==> src/rtl/counter_heap_pkg.sv <==
// Shared constants and helpers for the counter_heap_mp pattern-history store.
package counter_heap_pkg;

  localparam logic [0:0] ST_IDLE  = 1'b0;
  localparam logic [0:0] ST_SWEEP = 1'b1;

  // Saturation limits for a counter of the given width.
  function automatic int unsigned sat_max(input int unsigned w);
    return (32'd1 << w) - 32'd1;
  endfunction

  function automatic int unsigned sat_min(input int unsigned w);
    return (w == 0) ? 32'd0 : 32'd0;
  endfunction

  // LSB position of a lane within a packed multi-lane bus.
  function automatic int unsigned lane_lsb(input int unsigned lane, input int unsigned w);
    return lane * w;
  endfunction

endpackage

==> src/rtl/counter_heap_mp_sat_next.sv <==
// Next-value function of one saturating counter: update first, then optional halving.
module counter_sat_next
  import counter_heap_pkg::*;
#(
  parameter int unsigned W = 2
) (
  input  logic [W-1:0] cur_val,
  input  logic         up_hit,
  input  logic         up_dir,
  input  logic         sweep_hit,
  output logic [W-1:0] nxt_val_c
);

  localparam logic [W-1:0] MAX_V = W'(sat_max(W));
  localparam logic [W-1:0] MIN_V = W'(sat_min(W));

  logic [W-1:0] upd_val;

  always_comb begin
    upd_val = cur_val;
    if (up_hit) begin
      if (up_dir) begin
        if (cur_val != MAX_V) upd_val = cur_val + W'(1);
      end else if (cur_val != MIN_V) begin
        upd_val = cur_val - W'(1);
      end
    end
    nxt_val_c = sweep_hit ? (upd_val >> 1) : upd_val;
  end

endmodule

==> src/rtl/counter_heap_mp.sv <==
// Multi-read-port saturating counter bank with write-first reads and attenuation.
// Define COUNTER_HEAP_FLASH_ATTEN_EN for single-cycle flash halving instead of the sweep FSM.
module counter_heap_mp
  import counter_heap_pkg::*;
#(
  parameter int unsigned COUNTERWIDE = 2,
  parameter int unsigned COUNTERPW   = 6,
  parameter int unsigned COUNTERDEEP = 64,
  parameter int unsigned READPORTS   = 2,
  parameter int unsigned INITVAL     = 1
) (
  input  logic                             Clk,
  input  logic                             Rest,
  input  logic [COUNTERPW-1:0]             UpAddr,
  input  logic                             UpdateAble,
  input  logic                             RightOrFault,
  input  logic [READPORTS*COUNTERPW-1:0]   ReadAddr,
  input  logic [READPORTS-1:0]             ReadAble,
  output logic [READPORTS*COUNTERWIDE-1:0] DoutCounter,
  input  logic                             Attenuation,
  output logic                             AttenBusy,
  output logic                             AttenDone
);

  logic [COUNTERWIDE-1:0]           cnt_q [COUNTERDEEP];
  logic [COUNTERWIDE-1:0]           cnt_d [COUNTERDEEP];
  logic [READPORTS*COUNTERWIDE-1:0] dout_q, dout_d;
  logic                             done_q, done_d;
  logic [COUNTERDEEP-1:0]           sweep_sel_c;

`ifdef COUNTER_HEAP_FLASH_ATTEN_EN
  // Flash mode: every entry halves in the cycle Attenuation is seen.
  always_comb begin
    sweep_sel_c = {COUNTERDEEP{Attenuation}};
    done_d      = Attenuation;
  end

  assign AttenBusy = 1'b0;
`else
  logic [0:0]           state_q, state_d;
  logic [COUNTERPW-1:0] ptr_q, ptr_d;

  // Sweep FSM: halves entry ptr_q each cycle, pulses done after the last entry.
  always_comb begin
    state_d = state_q;
    ptr_d   = ptr_q;
    done_d  = 1'b0;
    case (state_q)
      ST_IDLE: begin
        if (Attenuation) begin
          state_d = ST_SWEEP;
          ptr_d   = '0;
        end
      end
      ST_SWEEP: begin
        if (ptr_q == COUNTERPW'(COUNTERDEEP - 1)) begin
          state_d = ST_IDLE;
          ptr_d   = '0;
          done_d  = 1'b1;
        end else begin
          ptr_d = ptr_q + COUNTERPW'(1);
        end
      end
      default: state_d = ST_IDLE;
    endcase
  end

  always_comb begin
    sweep_sel_c = '0;
    if (state_q == ST_SWEEP) sweep_sel_c[ptr_q] = 1'b1;
  end

  always_ff @(posedge Clk or posedge Rest) begin
    if (Rest) begin
      state_q <= ST_IDLE;
      ptr_q   <= '0;
    end else begin
      state_q <= state_d;
      ptr_q   <= ptr_d;
    end
  end

  assign AttenBusy = (state_q == ST_SWEEP);
`endif

  for (genvar a = 0; a < COUNTERDEEP; a++) begin : g_entry
    counter_sat_next #(.W(COUNTERWIDE)) u_next (
      .cur_val   (cnt_q[a]),
      .up_hit    (UpdateAble && (UpAddr == COUNTERPW'(a))),
      .up_dir    (RightOrFault),
      .sweep_hit (sweep_sel_c[a]),
      .nxt_val_c (cnt_d[a])
    );
  end

  // Reads see this cycle's next value, so same-cycle updates and halving bypass.
  always_comb begin
    dout_d = '0;
    for (int unsigned k = 0; k < READPORTS; k++) begin
      if (ReadAble[k]) begin
        dout_d[lane_lsb(k, COUNTERWIDE) +: COUNTERWIDE] =
          cnt_d[ReadAddr[lane_lsb(k, COUNTERPW) +: COUNTERPW]];
      end
    end
  end

  always_ff @(posedge Clk or posedge Rest) begin
    if (Rest) begin
      for (int unsigned i = 0; i < COUNTERDEEP; i++) cnt_q[i] <= COUNTERWIDE'(INITVAL);
      dout_q <= '0;
      done_q <= 1'b0;
    end else begin
      for (int unsigned i = 0; i < COUNTERDEEP; i++) cnt_q[i] <= cnt_d[i];
      dout_q <= dout_d;
      done_q <= done_d;
    end
  end

  assign DoutCounter = dout_q;
  assign AttenDone   = done_q;

endmodule
==> config.mk <==
export PLATFORM = sky130hd
export DESIGN_NAME = counter_heap_mp
export DESIGN_NICKNAME = d
export VERILOG_FILES = /design/src/rtl/counter_heap_pkg.sv /design/src/rtl/counter_heap_mp_sat_next.sv /design/src/rtl/counter_heap_mp.sv
export SDC_FILE = /design/constraint.sdc
export NUM_CORES = 1
export LEC_CHECK = 0
export ABC_AREA = 1
export BUFFER_PORTS_ARGS = -buffer_cell sky130_fd_sc_hd__buf_2
export CORE_UTILIZATION = 34
export CTS_CLUSTER_SIZE = 16
export DETAILED_ROUTE_END_ITERATION = 16
export PLACE_DENSITY = 0.51
export SYNTH_ARGS = -nofsm -noshare
export SYNTH_HDL_FRONTEND = slang
export SYNTH_HIERARCHICAL = 1
export SYNTH_SLANG_ARGS = --single-unit
==> constraint.sdc <==
create_clock -name Clk -period 8.05 [get_ports Clk]
set_input_delay 2.0125 -clock Clk [delete_from_list [all_inputs] [get_ports Clk]]
set_output_delay 2.0125 -clock Clk [all_outputs]
set_load 0.01 [all_outputs]
Word-level counts from Yosys, hierarchy flattened
Cells that the tools add are included.
Widths: inputs -> output; s select.
{"block": "op_classes", "n_mux": 339, "eq_ne": 129, "add_sub_neg": 129, "reduce_logical": 130, "n_bitwise": 3, "n_lt_le_gt_ge": 4}
{"cell": "$mux 2", "n": 326}
{"cell": "$eq 6x6->1 const B", "n": 33}
{"cell": "$ne 2x2->1 const B", "n": 65}
{"cell": "$add 2x1->2 const B", "n": 64}
{"cell": "$reduce_bool 2->1", "n": 64}
{"cell": "$sub 2x1->2 const B", "n": 64}
{"cell": "$eq 6x5->1 const B", "n": 16}
{"cell": "$logic_and 1x1->1", "n": 65}
{"cell": "$mux 64", "n": 1}
{"cell": "$eq 6x4->1 const B", "n": 8}
{"cell": "$bmux 2 s6", "n": 2}
{"cell": "$eq 6x3->1 const B", "n": 4}
{"cell": "$ge 7x7->1 const B", "n": 2}
{"cell": "$not 6->7", "n": 2}
{"cell": "$eq 6x2->1 const B", "n": 2}
{"cell": "$mux 6", "n": 2}
{"cell": "$pmux 6 s2", "n": 1}
{"cell": "$lt 6x7->1 const B", "n": 1}
{"cell": "$add 6x1->6 const B", "n": 1}
{"cell": "$demux 1 s6", "n": 1}
{"cell": "$eq 6x1->1 const B", "n": 1}
{"cell": "$ge 6x1->1 const B", "n": 1}
{"cell": "$logic_not 6->1", "n": 1}
{"cell": "$mux 1", "n": 5}
{"cell": "2 further kinds", "n": 2}
{"block": "totals", "ff_bits": 140, "word_cells": 802, "output_inout_bits": 6, "in_bits": 25}

Longest topological paths before layout
{"block": "depth", "depth_word": 10, "depth_mapped": 18, "ltp_nobuf": 17}

By module
The synthesis kept the hierarchy.
{"mod": "counter_heap_mp", "cells_each": 974, "seq_area_each_um2": 3583.4, "area_each_um2": 7174.4, "n_inst": 1}
{"mod": "counter_sat_next (g_entry[10].u_next ...)", "cells_each": 15, "seq_area_each_um2": 0.0, "area_each_um2": 75.1, "n_inst": 63}
{"mod": "counter_sat_next (g_entry[0].u_next)", "cells_each": 18, "seq_area_each_um2": 0.0, "area_each_um2": 71.3, "n_inst": 1}

Least setup slack after synthesis
Ideal clock, no wire load.
{"block": "synth_timing", "path_kind": "in2reg", "from": "in UpAddr[5]", "to": "reg dout_q[0] (netlist: DoutCounter[0])", "cell_stages": 17, "required_time_ps": 7929, "arrival_ps": 3517, "setup_ps": 121, "path_slack_ps": 4412, "path_buffers": 1, "cell_sequence": "inv_1 > nand3_1 > clkbuf_1 > nor2_1 > inv_2 > o21ai_2 > nand3_1 > nand2_1 > inv_1 > nand2_1 > nand3_1 > nand3_1 > nand2_1 > nand2_1 > nand3_1 > nand3_1 > a21oi_1"}
{"item": "start, declared", "line_no": "counter_heap_mp.sv:14", "text": "input logic [COUNTERPW-1:0] UpAddr,"}
{"item": "end signal, assigned", "line_no": "counter_heap_mp.sv:114", "text": "dout_q <= dout_d;"}
{"item": "end, declared", "line_no": "counter_heap_mp.sv:27", "text": "logic [READPORTS*COUNTERWIDE-1:0] dout_q, dout_d;"}

==> results.ini <==
[finish]
synthToLayoutAreaGrowth_pct=8.46
layoutNonFillerInstCount=2411
final_nets=1968
finish.utilization=0.375
fin_area_um2=13000
drive_gt1_frac=0.196

[logic_synthesis]
yosys_warnings=6
postSynthAreaPerCell_um2=6.18
syn_inst=1937
yosys.area.top_type=nand2_1
synth.net_count=1963
synth_area_leaders=nand2_1 19%, dfrtp_1 16%, nand3_1 15%
synth.distinct_cells=24
synth_top_cell_area_share=0.195
ys_ff_latch=140
synth_area_um2=12000
synth-seq-area-share=0.299

[sta]
finalHoldViolCount=0
layout_min_cycle_time_ns=4.51
setup_viol=0
fin_skew_ns=0.00917
tns_ns=0
fmax_ghz=0.222
worstMarginPinSlew_ns=1.21
maxSlewHeadroom=0.191
timing.final.max_slew_violations=0
finalCritPeriodShare=0.560
rsz0062_at_grt=no

[global_route]
grt_pass1_vias=11800
grt_overflow_total=0
grt_use_total=0.240
grt_pass1_wl_um=66000
grt_max_degree=86
grt_antenna_before_repair=1

[setup_path]
cp_slowest_cell=nand3_1
cpMostUsedCell=nand3_1
crit_required_ns=8.42
start_kind=input pin
reg2reg_slack_ns=5.10
arrival_ns=4.88
worstReg2RegStart=AttenBusy$_DFF_PP0_
end_kind=flip-flop
crit_start=UpAddr[5]
path_cells=buf_2 -> inv_1 -> nand3_1 -> nor2_1 -> nand3_2 -> a21oi_1 -> nand2_1 -> nand3_1 -> nand3_1 -> nand2_1 -> nand2_1 -> nand3_1 -> nand3_1 -> a21oi_1
reg2reg_depth=16
cp_max_fo=16
crit_type=in -> reg
max_stage_delay_ns=0.84
reg2reg_to=DoutCounter[0]$_DFF_PP0_

[clock_tree]
cts_resized=0
cts.sinks=140
cts_tree=done
cts_buffers=17
insertion_delay_ns=0.44
cts_max_level=4
root_buffer=clkbuf_16
path_clk_slew_ns=0.06
cts_setup_buffers=0
clock_path_buffers=2
hold_buffers=0

[route]
vias_per_cell=5.22
drc=0
totalWireLength_um=42000
ant_nets=0
dr_total_vias=12600
wl_per_cell_um=17.4
first_pass_iters=6
drt_iter0_drc=1162

[floorplanning]
die_w_um=190
rows=68
pin_count=31
die_h_um=190
design.core.area_um2=34600
initial_core_util=0.346
dieArea_um2=36000

[power]
p_per_area_nw_per_um2=255
ir_worst_vdd_mv=0.160
power_leakage_uw=0.00576

[worst_hold_path]
hold-path-endpoint=cnt_q[31]$_DFF_PP0_
min_path_type=reg -> reg
min_from=cnt_q[30]$_DFF_PP1_
min_path_cells=2

[placement]
place_congestion=0.864
dp_hpwl_um=28300
dp_cells=2378
io_buffers=30
dpl_cell_area_um2=12400

[flow_run]
maxCapViolations=0

[outcome]
status=complete, no violations

[routing by layer]
layer  vias to the layer above  track usage  part of all wire
li1                       6176            -                 -
met1                      5904        0.333              0.46
met2                       430        0.373              0.44
met3                        73       0.0371             0.069
met4                         0       0.0965             0.031
met5                         -            0                 0
[report_power, final]
| group | switching (uW) | internal, uW |
|---|---|---|
| combinational | 905 | 422 |
| clock | 322 | 444 |
| sequential | 205 | 1020 |
[synthesized netlist by cell type]
cell	number
dfstp_2	64
dfrtp_1	76
o21bai_1	1
inv_1	226
o22ai_1	1
ha_1	1
inv_2	65
xor2_1	1
nand3_2	63
buf_4	4
a31oi_1	1
o21ai_0	2
clkbuf_1	14
buf_6	12
nor2_2	1
buf_2	24
nand2_1	621
o21ai_2	63
nand4_1	1
nor2_1	146
a21oi_1	134
mux2i_1	1
nand3_1	352
nand2_2	63
[cells in the final DEF, fill, tap and decap left out, drive strengths merged]
cell / instances
nand2: 684
buf: 40
a21oi: 134
clkbuf: 31
ha: 1
mux2i: 1
nand3: 415
nor2: 147
o21bai: 1
o21ai: 65
xor2: 1
o22ai: 1
dfstp: 64
clkinv: 1
dfrtp: 76
nand4: 1
inv: 291
diode: 1
a31oi: 1
[metrics by stage]
step	total power, uW	setup slack (ns)	hold WS, ns
floorplan	2150	2.39	0.551
global route	3590	3.34	0.600
detailed placement	2540	3.17	0.579
CTS	3320	3.63	0.580
global placement	2520	3.17	0.577
finish	3320	3.54	0.585
[state kept, by name, summed over array words and instances (netlist names)]
name,cells
cnt_q,128
ptr_q,6
AttenBusy,1
AttenDone,1
DoutCounter,4
[final cells by class]
class,count,area (um2)
flip-flops and latches,140,3580
multi-input cells,1452,6960
repair buffers,40,231
clock buffers,31,538
inverters,291,1100
well taps,455,569
diodes,1,2.50
clock inverters,1,5.00
fillers,3710,21600
[how the worst max path moves through the flow]
stage / slack [ns] / cells past startpoint / end
finish: 3.54 / 14 / DoutCounter[3]$_DFF_PP0_
global route: 3.34 / 14 / DoutCounter[3]$_DFF_PP0_
CTS: 3.63 / 17 / DoutCounter[2]$_DFF_PP0_
detailed placement: 3.17 / 14 / DoutCounter[3]$_DFF_PP0_
global placement: 3.17 / 14 / DoutCounter[1]$_DFF_PP0_
floorplan: 2.39 / 1 / AttenBusy$_DFF_PP0_
[worst max-delay path, delay by kind of cell]
family	cells	cell delay, ns
compound gates	2	0.42
simple gates	10	2.26
buf+inv	2	0.17
[cell families after synthesis]
logic type      count (synthesis)  share of synthesized area
xor+xnor                        1                   0.000732
simple gates                 1247                      0.474
flops                         140                      0.299
compound gates                202                      0.105
mux                             1                   0.000836
buf+inv                       345                      0.119
fa+ha+maj                       1                    0.00104
Note: power is estimated with default switching activity, not from simulation.
